## src/rtl/sram_pkg.sv

```systemverilog
// Shared definitions for the serial-to-SRAM command path: opcodes, FSM states, widths.
// Latency: n/a (package only).
// Backpressure: n/a (package only).
package sram_pkg;

  localparam int ADDR_W = 20;
  localparam int DATA_W = 32;

  localparam logic [7:0] OP_WRITE = 8'h57;  // 'W'
  localparam logic [7:0] OP_READ  = 8'h52;  // 'R'

  typedef enum logic [2:0] {
    ST_IDLE,
    ST_ADDR,
    ST_DATA,
    ST_ISSUE,
    ST_WAIT_RD,
    ST_SEND
  } state_t;

endpackage

```

## src/rtl/sram_cmd_parser.sv

```systemverilog
// Assembles serial bytes into SRAM write/read commands and streams read data back as 4 bytes.
// Latency: req rises 1 cycle after the last command byte; tx_valid rises 1 cycle after rvalid.
// Backpressure: req held until ack; tx byte held until tx_ready; bytes arriving while busy are dropped with err.
//
// Ports:
//   clk, xrst                   clock, async active-low reset
//   rx_data, rx_changed         received byte + 1-cycle strobe
//   req, we, addr, wdata, ack   SRAM request (held until ack)
//   rdata, rvalid               SRAM read data + 1-cycle strobe
//   tx_data, tx_valid, tx_ready byte stream to the transmitter
//   err                         1-cycle pulse: unknown opcode or overrun
module sram_cmd_parser #(
  parameter int ADDR_W = sram_pkg::ADDR_W,
  parameter int DATA_W = sram_pkg::DATA_W
) (
  input  logic              clk,
  input  logic              xrst,
  input  logic [7:0]        rx_data,
  input  logic              rx_changed,
  output logic              req,
  output logic              we,
  output logic [ADDR_W-1:0] addr,
  output logic [DATA_W-1:0] wdata,
  input  logic              ack,
  input  logic [DATA_W-1:0] rdata,
  input  logic              rvalid,
  output logic [7:0]        tx_data,
  output logic              tx_valid,
  input  logic              tx_ready,
  output logic              err
);
  import sram_pkg::*;

  state_t            r_state;
  logic              r_is_wr;
  logic [1:0]        r_cnt;    // byte index, reused by ADDR, DATA and SEND
  logic              r_req;
  logic [ADDR_W-1:0] r_addr;
  logic [DATA_W-1:0] r_wdata;
  logic [DATA_W-1:0] r_rsh;    // read data, shifted left one byte per transfer
  logic              r_tx_vld;
  logic              r_err;

  logic w_is_op;
  logic w_tx_fire;

  assign w_is_op   = (rx_data == OP_WRITE) || (rx_data == OP_READ);
  assign w_tx_fire = r_tx_vld && tx_ready;

  always_ff @(posedge clk or negedge xrst) begin
    if (!xrst) begin
      r_state  <= ST_IDLE;
      r_is_wr  <= 1'b0;
      r_cnt    <= 2'd0;
      r_req    <= 1'b0;
      r_addr   <= '0;
      r_wdata  <= '0;
      r_rsh    <= '0;
      r_tx_vld <= 1'b0;
      r_err    <= 1'b0;
    end else begin
      r_err <= 1'b0;
      case (r_state)
        ST_IDLE: begin
          if (rx_changed) begin
            if (w_is_op) begin
              r_is_wr <= (rx_data == OP_WRITE);
              r_cnt   <= 2'd0;
              r_state <= ST_ADDR;
            end else begin
              r_err <= 1'b1;
            end
          end
        end
        ST_ADDR: begin
          if (rx_changed) begin
            // Shifting through an ADDR_W-wide register drops the unused top bits of the 24.
            r_addr <= {r_addr[ADDR_W-9:0], rx_data};
            r_cnt  <= r_cnt + 2'd1;
            if (r_cnt == 2'd2) begin
              r_cnt <= 2'd0;
              if (r_is_wr) begin
                r_state <= ST_DATA;
              end else begin
                r_req   <= 1'b1;
                r_state <= ST_ISSUE;
              end
            end
          end
        end
        ST_DATA: begin
          if (rx_changed) begin
            r_wdata <= {r_wdata[DATA_W-9:0], rx_data};
            r_cnt   <= r_cnt + 2'd1;
            if (r_cnt == 2'd3) begin
              r_req   <= 1'b1;
              r_state <= ST_ISSUE;
            end
          end
        end
        ST_ISSUE: begin
          r_err <= rx_changed;
          if (ack) begin
            r_req <= 1'b0;
            if (r_is_wr) begin
              r_state <= ST_IDLE;
            end else if (rvalid) begin
              // Read data may come back in the same cycle as the ack.
              r_rsh    <= rdata;
              r_tx_vld <= 1'b1;
              r_cnt    <= 2'd0;
              r_state  <= ST_SEND;
            end else begin
              r_state <= ST_WAIT_RD;
            end
          end
        end
        ST_WAIT_RD: begin
          r_err <= rx_changed;
          if (rvalid) begin
            r_rsh    <= rdata;
            r_tx_vld <= 1'b1;
            r_cnt    <= 2'd0;
            r_state  <= ST_SEND;
          end
        end
        ST_SEND: begin
          r_err <= rx_changed;
          if (w_tx_fire) begin
            r_rsh <= r_rsh << 8;
            r_cnt <= r_cnt + 2'd1;
            if (r_cnt == 2'd3) begin
              r_tx_vld <= 1'b0;
              r_state  <= ST_IDLE;
            end
          end
        end
        default: r_state <= ST_IDLE;
      endcase
    end
  end

  assign req      = r_req;
  assign we       = r_is_wr;
  assign addr     = r_addr;
  assign wdata    = r_wdata;
  assign tx_data  = r_rsh[DATA_W-1 -: 8];
  assign tx_valid = r_tx_vld;
  assign err      = r_err;

endmodule
```

## config.mk

```make
export PLATFORM = sky130hd
export DESIGN_NAME = sram_cmd_parser
export DESIGN_NICKNAME = d
export VERILOG_FILES = /design/src/rtl/sram_pkg.sv /design/src/rtl/sram_cmd_parser.sv
export SDC_FILE = /design/constraint.sdc
export NUM_CORES = 1
export LEC_CHECK = 0
export ABC_AREA = 0
export BUFFER_PORTS_ARGS = -buffer_cell sky130_fd_sc_hd__buf_2
export CAP_MARGIN = 15
export CELL_PAD_IN_SITES_DETAIL_PLACEMENT = 0
export CELL_PAD_IN_SITES_GLOBAL_PLACEMENT = 1
export CORE_UTILIZATION = 45
export CTS_CLUSTER_DIAMETER = 60
export DETAILED_ROUTE_END_ITERATION = 6
export PLACE_DENSITY_LB_ADDON = 0.05
export SLEW_MARGIN = 20
export SYNTH_ARGS = -nofsm -noshare
export SYNTH_HDL_FRONTEND = slang
export SYNTH_SLANG_ARGS = --single-unit
```

## constraint.sdc

```tcl
create_clock -name clk -period 2.7 [get_ports clk]
set_input_delay 0 -clock clk [delete_from_list [all_inputs] [get_ports clk]]
set_output_delay 0 -clock clk [all_outputs]
set_load 0.03 [all_outputs]
```

## Yosys cells after proc, flatten, opt, wreduce, memory -nomap -nowiden

Index checks and enable logic that the tools add are counted.

- Latch bits: 0
- Memories: 0
- Register bits after elaboration: 93
- Input bits: 46
- Word-level logic and storage cells: 91
- Bits in writable memories: 0
- Output and inout port bits: 64
- Memory bits (read-only): 0

- Muxes and demuxes: 45
- Divide/modulo/power cells: 0
- Add/sub/neg operators: 1
- Reductions and logical operators: 15
- Equal/unequal tests: 21
- Shift operators: 0
- Multipliers: 0
- Order comparisons: 0
- Bitwise logic cells: 0

Operators with widths:

| operator | count |
|---|---|
| $mux 32 | 4 |
| $pmux 32 s3 | 1 |
| $mux 3 | 11 |
| $ne 2x2->1 const B | 12 |
| $mux 2 | 9 |
| $pmux 3 s6 | 1 |
| $eq 8x7->1 const B | 2 |
| $mux 1 | 15 |
| $pmux 2 s6 | 1 |
| $reduce_and 10->1 | 1 |
| $reduce_and 8->1 | 1 |
| $reduce_and 7->1 | 1 |
| $eq 3x2->1 const B | 2 |
| $eq 3x3->1 const B | 2 |
| $pmux 1 s3 | 2 |
| $reduce_bool 3->1 | 2 |
| $reduce_bool 6->1 | 1 |
| $reduce_and 5->1 | 1 |
| $eq 2x2->1 const B | 2 |
| $reduce_and 2->1 | 2 |
| $reduce_and 4->1 | 1 |
| $eq 3x1->1 const B | 1 |
| $logic_not 3->1 | 1 |
| $reduce_and 3->1 | 1 |
| 5 further kinds | 5 |

## Longest topological paths before layout

- Word-level depth: 5
- Gate-level depth with buffers: 7

## Least setup slack after synthesis

OpenSTA, ideal clock, no wires.

- Path type: register -> register
- From: reg r_state[2]
- To: reg r_cnt[0]
- Setup slack: 1.015 ns
- Cell stages (with the launch flop): 5
- Data required time: 2.575 ns
- Arrival time: 1.560 ns
- Path buffers: 1
- Clock period less this slack: 1.685 ns
- Path through: dfrtp_1 > buf_2 > or4_1 > nand3_1 > mux2_2

- Longest elaborated chain between the ends: 3
- Elaborated cells on any way between the ends: 16
- Classes of those cells: eq/ne (12); mux (1); reduce/logical (3)

Ends and longest elaborated chain:

| item | line | text |
|---|---|---|
| start: declaration | sram_cmd_parser.sv:34 | `state_t r_state;` |
| start signal: assignment | sram_cmd_parser.sv:52 | `r_state <= ST_IDLE;` |
| start signal: assignment | sram_cmd_parser.sv:69 | `r_state <= ST_ADDR;` |
| start signal: assignment | sram_cmd_parser.sv:83 | `r_state <= ST_DATA;` |
| $eq 3x3->1, or another cell as far along | sram_cmd_parser.sv:63 | `case (r_state)` |
| $reduce_bool 6->1 (no source line) or $ne 2x2->1 (tied branches) | -- |  |
| $reduce_and 8->1 (no source line) | -- |  |
| end signal: assignment | sram_cmd_parser.sv:79 | `r_cnt <= r_cnt + 2'd1;` |
| end signal: assignment | sram_cmd_parser.sv:94 | `r_cnt <= r_cnt + 2'd1;` |
| end signal: assignment | sram_cmd_parser.sv:131 | `r_cnt <= r_cnt + 2'd1;` |
| end: declaration | sram_cmd_parser.sv:36 | `logic [1:0] r_cnt;` |

Parallel ways exist; a longest one is shown, timed or not.
A chain may end at the register's enable or synchronous reset.

## Worst setup path after layout

- From: reg r_state[0]
- To: reg r_wdata[19], in the netlist wdata[19]

- Longest elaborated chain between the ends: 2

Ends and longest elaborated chain:

| item | line | text |
|---|---|---|
| $eq 3x2->1 | sram_cmd_parser.sv:63 |  |
| $reduce_and 2->1 (no source line) | -- |  |
| end signal: assignment | sram_cmd_parser.sv:93 | `r_wdata <= {r_wdata[DATA_W-9:0], rx_data};` |
| end: declaration | sram_cmd_parser.sv:39 | `logic [DATA_W-1:0] r_wdata;` |

Every way passes these cells.

==> results.ini <==
[timing]
report.final.slew_viol_count=0
relSlewSlack_pct=37.51
max_slew.worst_pin.slew_ps=937.4
setup_viol=0
setup_repair_after_global_routing_missed_its_margin=no
final_min_period_over_clock_period_pct=77.29
timing.final.hold_violations=0
final.setup_skew_ps=12.29
timing.fmax_mhz=479.2
timing.final.crit_period_ps=2087
setup_tns_after_final_layout_ps=0

[routing]
route.vias.total=3039
drt-wirelength-per-cell_um=14.41
drt_first_iter_violations=94
ant_nets=0
via_per_inst=5.015
drt_drc_violations_left=0
route.final.wire_length_mm=8.732
detailedRoute.firstPassIterationCount=4

[yosys]
ys.warnings.count=0
post_synth_instance_area_sq_um=4272
yosys_register_bits=93
synth_edf_count=0
synth-seq-area-share_pct=54.48
gate_count_of_the_mapped_netlist=348
async_flop_share_pct=100.0
dominantRegCellSynth=dfrtp_1
yosysUniqueCellTypes=41
postSynthAreaPerCell_sq_um=12.27
syn-num-nets=398

[global_route]
global_route_wire_length_before_repair_mm=14.57
grt_pass1_vias=2930
globalRouteOverflowTotal=0
grt_start_max_net_pins=75
overall_routing_resource_usage_pct=18.77
number_of_antenna_violations_at_the_first_check_in_global_routing=0

[pwr]
p_total_w=0.006349
power_report.internal_total_w=0.003591
power_switching_w=0.002757
power.sequential.fraction_pct=40.3
power.density_nw_per_um2=1164
combinationalPowerShare_pct=45.5
swShare_pct=43.43
power.ir.vdd_worst_mv=0.6140
pwr-share-clk_pct=14.2
p_leak_nw=2.624

[status]
run_status=finished, final reports clean

[die]
fp.dieArea_sq_um=9886
start_util_pct=46.45
core-area_sq_um=9196
die_width_um=99.43
ios=110
floorplan.rows=35
die_y_um=99.43

[placement]
dpl.hpwl_mm=5.870
place.gp.congestion=0.8493
portBuffers=109

[clocking]
number_of_clock_buffers_inserted_by_tritoncts=9
clockBufferDepth=2
latest_clock_arrival_within_the_worst_skew_pair_ps=360
post_cts_buffers=0
htreeDepth=3
cts_root_buf=clkbuf_8
resized_cells_post_cts=0
clkTransAtPathRegs_ps=90
clock_sink_count=93
clock_tree_from_tritoncts=yes

[setup_path]
critPathArrivalTime_ps=2330
path_max_fanout=32
path_class=register to register
critical_path.startpoint_type=register
timing.critical_path.to_type=register
critPathRequiredTime_ps=2940

[hold_path]
hold_class=input pin to register

[flow_run]
cap_viol_max_count=0

[finish]
layout_area_overhead_pct=27.71
drive_above_1_share_pct=41.62
finish.net_count=540
diodes=0

[worst paths after layout]
check,startpoint,end,slack (ps),cells past startpoint
max,r_state[0],wdata[19],610,4
min,ack,r_state[1],120,4
max reg2reg,r_state[0],wdata[19],610,4
min reg2reg,wdata[30],wdata[30],500,1
max in group asynchronous,xrst,r_state[1],1650,3
min in group asynchronous,xrst,r_rsh[26],310,2
[final cells by class]
type / instances / area, sq um
Fill cell: 832 / 3741
Sequential cell: 93 / 2327
Multi-Input combinational cell: 213 / 1698
Timing Repair Buffer: 159 / 1044
Tap cell: 111 / 138.9
Clock buffer: 10 / 137.6
Clock inverter: 6 / 57.56
Inverter: 14 / 52.55
[synth_stat cells (2+ instances only)]
cell type / count / share of area [%]
dfrtp_1: 93 / 54
mux2_2: 53 / 14
nor2_1: 33 / 2.9
mux2i_1: 25 / 5.9
a21oi_1: 16 / 1.9
a21oi_2: 16 / 3.3
o21ai_0: 15 / 1.8
buf_4: 14 / 2.5
inv_1: 14 / 1.2
nand3_1: 12 / 1.4
buf_2: 7 / 0.82
buf_6: 4 / 1.1
ha_1: 4 / 1.2
nand2_1: 4 / 0.35
clkbuf_1: 3 / 0.26
nor2b_1: 3 / 0.44
a32oi_1: 2 / 0.41
and2_1: 2 / 0.29
nand2b_1: 2 / 0.29
nand3b_1: 2 / 0.35
nor2b_4: 2 / 0.64
nor3_1: 2 / 0.23
o2bb2ai_1: 2 / 0.41
[cell families (layout without fill, tap and decap cells)]
logic type / after synthesis / after routing / share of synthesized area (%)
AO/OA/AOI/OAI: 61 / 61 / 10.16
XOR/XNOR: 1 / 1 / 0.2051
AND/OR/NAND/NOR: 68 / 68 / 8.055
buffers and inverters: 42 / 189 / 5.829
multiplexers: 79 / 79 / 20.09
adder cells (fa/ha/maj): 4 / 4 / 1.172
flip-flops: 93 / 93 / 54.48
[worst max-delay path, stage by stage, from the launching register on]
cell and delay (ps):
dfrtp_1 640, nor2b_1 400, and2_1 180, buf_4 350, mux2_2 380
[per-stage QoR]
step | hold WS [ps] | setup WS [ps] | instance area [sq um] | cells | util [%]
floorplan | -295.6 | 1015 | 4272 | 348 | -
global placement | 197.9 | 682.9 | 4830 | 547 | 52.52
detailed placement | 201.5 | 665.0 | 4830 | 547 | 52.52
CTS | 88.83 | 643.2 | 5455 | 606 | 59.32
global route | 163.3 | 460.3 | 5455 | 606 | 59.32
finish | 121.3 | 613.1 | 5455 | 606 | 59.32
[layout by cell type, fill, tap and decap left out, types with 2 or more instances in the layout]
master,instances
a21oi_1,16
a21oi_2,16
a32oi_1,2
and2_1,2
buf_2,108
buf_4,7
clkbuf_8,10
clkinv_4,2
clkinvlp_4,2
dfrtp_1,93
dlygate4sd3_1,43
ha_1,4
inv_1,14
mux2_2,53
mux2i_1,25
nand2_1,3
nand2b_1,2
nand3_1,12
nand3b_1,2
nor2_1,33
nor2b_1,3
nor2b_4,2
nor3_1,2
o21ai_0,15
o2bb2ai_1,2
[repair_timing]
item,4_1_cts,5_1_grt
hold endpoints to repair,123,0
hold buffers,43,0
setup endpoints to repair,0,0
[flip-flops by register name, summed over array words and instances, names as in the netlist]
signal,count
req,1
r_state,3
addr,20
err,1
wdata,32
r_cnt,2
we,1
tx_valid,1
r_rsh,32
[power groups by stage]
| stage | Sequential, W | Clock [W] | Combinational (W) |
|---|---|---|---|
| global route | 0.00267 | 0.000986 | 0.00311 |
| global placement | 0.00257 | 0 | 0.00283 |
| CTS | 0.00256 | 0.000937 | 0.00292 |
| detailed placement | 0.00260 | 0 | 0.00286 |
| finish | 0.00256 | 0.000899 | 0.00289 |
| floorplan | 0.00329 | 0 | 0.00147 |
[per-layer routing]
| metal | routed length, um | track usage [%] | up-vias | part of all wire (%) |
|---|---|---|---|---|
| li1 | - | - | 1491 | - |
| met1 | 4180 | 26.02 | 1474 | 48 |
| met2 | 4202 | 30.02 | 66 | 48 |
| met3 | 238 | 2.741 | 8 | 2.7 |
| met4 | 111 | 7.127 | 0 | 1.3 |
| met5 | 0 | 0 | - | 0 |
Power figures use the tool's default switching activity.
